==> src/rtl/counter_pkg.sv <==
// Shared mode encoding for the loadable up/down counter family.
package counter_pkg;

    typedef logic [1:0] mode_t;

    localparam mode_t MODE_UP_STEP = 2'b00;
    localparam mode_t MODE_DOWN    = 2'b01;
    localparam mode_t MODE_UP1     = 2'b10;
    localparam mode_t MODE_LOAD    = 2'b11;

endpackage

==> src/rtl/counter_next_calc.sv <==
// Combinational next-count and carry/borrow for the three counting modes.
import counter_pkg::*;

module counter_next_calc #(
    parameter int WIDTH = 4,
    parameter int STEP  = 3
) (
    input  logic [WIDTH-1:0] Q,
    input  mode_t            mode,
    output logic [WIDTH-1:0] next_q,
    output logic             carry_borrow
);

    localparam logic [WIDTH:0] STEP_EXT = (WIDTH+1)'(STEP);
    localparam logic [WIDTH:0] ONE_EXT  = (WIDTH+1)'(1);

    logic [WIDTH:0] sum_step;
    logic [WIDTH:0] sum_one;

    // Extra MSB of each add is the carry out of the WIDTH-bit count.
    assign sum_step = {1'b0, Q} + STEP_EXT;
    assign sum_one  = {1'b0, Q} + ONE_EXT;

    always_comb begin
        next_q       = Q;
        carry_borrow = 1'b0;
        case (mode)
            MODE_UP_STEP: begin
                next_q       = sum_step[WIDTH-1:0];
                carry_borrow = sum_step[WIDTH];
            end
            MODE_DOWN: begin
                next_q       = Q - WIDTH'(1);
                carry_borrow = (Q == '0);
            end
            MODE_UP1: begin
                next_q       = sum_one[WIDTH-1:0];
                carry_borrow = sum_one[WIDTH];
            end
            default: begin
                next_q       = Q;
                carry_borrow = 1'b0;
            end
        endcase
    end

endmodule

==> src/rtl/counter_param.sv <==
// Loadable up/down counter with registered terminal-count pulse and cascade enable.
import counter_pkg::*;

module counter_param #(
    parameter int WIDTH = 4,
    parameter int STEP  = 3
) (
    input  logic             clk,
    input  logic             reset,
    input  logic             enable,
    input  logic             cin,
    input  logic [1:0]       mode,
    input  logic [WIDTH-1:0] D,
    output logic [WIDTH-1:0] Q,
    output logic             rco,
    output logic             load
);

    logic [WIDTH-1:0] next_q;
    logic             carry_borrow;

    counter_next_calc #(
        .WIDTH(WIDTH),
        .STEP (STEP)
    ) u_next (
        .Q           (Q),
        .mode        (mode),
        .next_q      (next_q),
        .carry_borrow(carry_borrow)
    );

    // enable is tested before mode so an unknown mode/D while idle never reaches Q.
    always_ff @(posedge clk) begin
        if (reset) begin
            Q    <= '0;
            rco  <= 1'b0;
            load <= 1'b0;
        end else if (!enable) begin
            rco  <= 1'b0;
            load <= 1'b0;
        end else if (mode == MODE_LOAD) begin
            Q    <= D;
            rco  <= 1'b0;
            load <= 1'b1;
        end else if (cin) begin
            Q    <= next_q;
            rco  <= carry_borrow;
            load <= 1'b0;
        end else begin
            rco  <= 1'b0;
            load <= 1'b0;
        end
    end

endmodule

==> config.mk <==
export PLATFORM = sky130hd
export DESIGN_NAME = counter_param
export DESIGN_NICKNAME = d
export VERILOG_FILES = /design/src/rtl/counter_pkg.sv /design/src/rtl/counter_next_calc.sv /design/src/rtl/counter_param.sv
export SDC_FILE = /design/constraint.sdc
export NUM_CORES = 1
export LEC_CHECK = 0
export CORE_AREA = 2 2 39 41
export CTS_CLUSTER_DIAMETER = 50
export DETAILED_ROUTE_END_ITERATION = 8
export DIE_AREA = 0 0 41 43
export HOLD_SLACK_MARGIN = 0.12
export PLACE_DENSITY_LB_ADDON = 0.1
export SYNTH_ARGS = -nofsm -noshare
export SYNTH_HDL_FRONTEND = slang
export SYNTH_HIERARCHICAL = 1
export SYNTH_SLANG_ARGS = --single-unit
==> constraint.sdc <==
create_clock -name clk -period 3.3 [get_ports clk]
set_input_delay 0.66 -clock clk [delete_from_list [all_inputs] [get_ports clk]]
set_output_delay 0.66 -clock clk [all_outputs]
set_load 0.01 [all_outputs]
==> results by group <==
Critical path
  – Worst-path cell chain: clkdlybuf4s50_1 -> nor3b_4 -> a21o_1 -> o211a_1 -> nand2_1 -> a311oi_1
  – Worst path bufs/invs: 1
  – Slowest cell on crit path: clkdlybuf4s50_1
  – Crit path max-delay family: buffers and inverters
  – CP Class: primary input to register
  – Critical path arrival: 2290 ps
  – Critical Path RT: about 3400 ps
  – Endpoint class of the critical path: register
  – Critical path startpoint category: primary input
  – Largest stage delay, worst path: about 740 ps
  – Crit-path max FO: 13

Global route
  – Total GRT Usage: 15.1%
  – First-pass GRT wire length: around 1800 um
  – GRT overflow: 0
  – Vias in the first global route: 417
  – Initial antenna violation count: 0
  – Largest net degree at the start of global routing: 14

Placement
  – Placed Instances: 88
  – Final weighted congestion in routability-driven placement: 0.732
  – Post-detail-place hpwl: 842 um
  – IO Port Bufs: 15
  – Placed inst area: 636 sq um

Floorplanning
  – # rows: 14
  – Die Y: around 43 um
  – Core Box Area: 1380 sq um
  – I/O pin count: 16
  – Die X: just over 40 um
  – Initial Utilization: 35.0%
  – Die area: around 1800 sq um

Drt
  – DR WL/cell: 12.1 um
  – Via count: ~480
  – First drt pass iteration count: 4
  – Remaining antenna violation count: 0
  – DRC: 0
  – Routed vias/inst: roughly 5.2
  – Routed wire length: 1100 um
  – Initial drt markers: 10

Synthesis
  – Syn Nets: 72
  – Largest cells by area after synthesis: dfxtp_1 (25%), ha_1 (7.8%), a311oi_1 (7.2%)
  – Sequential element share of the synthesized area: 24.8%
  – Synth top area share: 24.8%
  – Syn Inst Count: 59
  – Synth area leader: dfxtp_1
  – Mean Syn Cell Area: 8.21 sq um
  – Ys Warns: 6
  – Mapped Area: 484 sq um
  – Seq cells post-synth: 6
  – Unique masters post-synth: 23

STA
  – Period minus WS final: roughly 2200 ps
  – Clock skew: roughly 3.8 ps
  – Slew @ Worst Pin: 497 ps
  – Endpoints failing setup: 0
  – Fin Setup TNS: 0 ps
  – Fmax: 465 MHz
  – WHS: roughly 600 ps
  – Final period util: 65.2%
  – Pins Over Slew Limit: 0
  – Relative slew slack: roughly two thirds
  – Final Hold Viols: 0
  – RSZ-0062 raised after global routing: no

Layout
  – Post-Layout Cell Count: 91
  – Core Util, Final: a little under half
  – Layout fillers: around 150
  – Commonest non-fill, non-tap cells in the layout: clkdlybuf4s50_1 (15), nand2_1 (9), dfxtp_1 (6), nand3_1 (6)
  – Final #Nets: 90
  – Synthesis-to-finish area growth: 35.9%
  – Layout cells sized above 1: 8.00%
  – Most common cell after layout, fill and taps aside: clkdlybuf4s50_1
  – Final instance area: 658 sq um
  – Diodes inserted: 0

Clock tree
  – CTS sink cnt: 6
  – Cts repair resizes: 0
  – CTS tree: built
  – H-tree levels: 1
  – Number of CTS-inserted buffers: 3
  – Clock-pin slew on the worst setup and hold paths: 40 ps
  – CTS Buffer Depth: 2
  – Hold buffers post-CTS: 0
  – Clock Tree Root: clkbuf_4
  – Clk_lat worst skew: 240 ps
  – Post-CTS Setup Bufs: 0

Power and ir drop
  – Leak: roughly 0.27 nW
  – Worst vdd ir: around 170 uV
  – Pwr Density: 340 nW/um^2

Run
  – Max-Cap Viols: 0

Min path
  – Hold WC Path Type: register to register

Status
  – Status: complete, no violations
power breakdown:
part	internal [mW]	leakage, nW	switching (mW)
clock network	0.0411	0.0138	0.0257
logic	0.0385	0.205	0.0323
registers	0.0774	0.0493	0.00901
routing by layer:
metal / GRT usage [%] / up-vias / wire [um]
li1: - / 246 / -
met1: 21.8 / 221 / 550
met2: 20.3 / 9 / 520
met3: 4.71 / 0 / 27
met4: 6.00 / 0 / 0
met5: 0 / - / 0
area by class of cell:
type                            instances  area (sq um)  area share [%]
Clock buffer                            3          22.5            3.42
Inverter                                3          11.3            1.71
Multi-Input combinational cell         48           334            50.8
Sequential cell                         6           120            18.3
Tap cell                               16          20.0            3.04
Timing Repair Buffer                   15           150            22.8
synth_stat cells:
library cell / number
nand2_1: 9
dfxtp_1: 6
nand3_1: 6
a21oi_1: 4
a311oi_1: 4
a21o_1: 3
ha_1: 3
inv_1: 3
mux2i_1: 3
nor2_1: 3
o22ai_1: 2
xor2_1: 2
a21oi_2: 1
and2_4: 1
buf_4: 1
buf_6: 1
nand2b_1: 1
nand3b_1: 1
nor3b_4: 1
o211a_1: 1
o21bai_1: 1
or2b_1: 1
xnor2_1: 1
cell families (layout without fill, tap and decap cells):
group	Yosys count	in the layout	synth area share (%)
muxes	3	3	6.20
DFF	6	6	24.8
buffers and inverters	5	21	6.20
adders and majority gates	3	3	7.75
and+or+nand+nor	23	23	25.6
AOI/OAI and AO/OA	16	16	24.0
xor gates and xnor gates	3	3	5.43
sequential cells by signal, indices dropped and copies added, names as in the netlist:
name	flops
load	1
rco	1
Q	4
worst paths after layout:
check	end	depth (start not counted)	startpoint	slack, ps
worst min register to register	Q[3]$_SDFFE_PP0P_	2	Q[3]$_SDFFE_PP0P_	590
worst max-delay path	Q[3]$_SDFFE_PP0P_	6	mode[0]	1150
worst max register to register	Q[2]$_SDFFE_PP0P_	7	Q[0]$_SDFFE_PP0P_	1510
worst min-delay path	Q[3]$_SDFFE_PP0P_	2	Q[3]$_SDFFE_PP0P_	590
worst reg2reg max path: stages (launching register included):
cell      delay (ps)
dfxtp_1          480
inv_1            140
ha_1             240
xor2_1           150
o22ai_1          200
xor2_1           170
nand2_1           60
a311oi_1         250
stage by stage:
| step | setup WS, ps | total power, mW |
|---|---|---|
| after global routing | 1010 | 0.238 |
| final | 1150 | 0.224 |
| after CTS | 1150 | 0.228 |
| after detailed placement | 901 | 0.159 |
| after global placement | 939 | 0.159 |
| after floorplan | 1690 | 0.129 |
(Power assumes the default switching activity.)
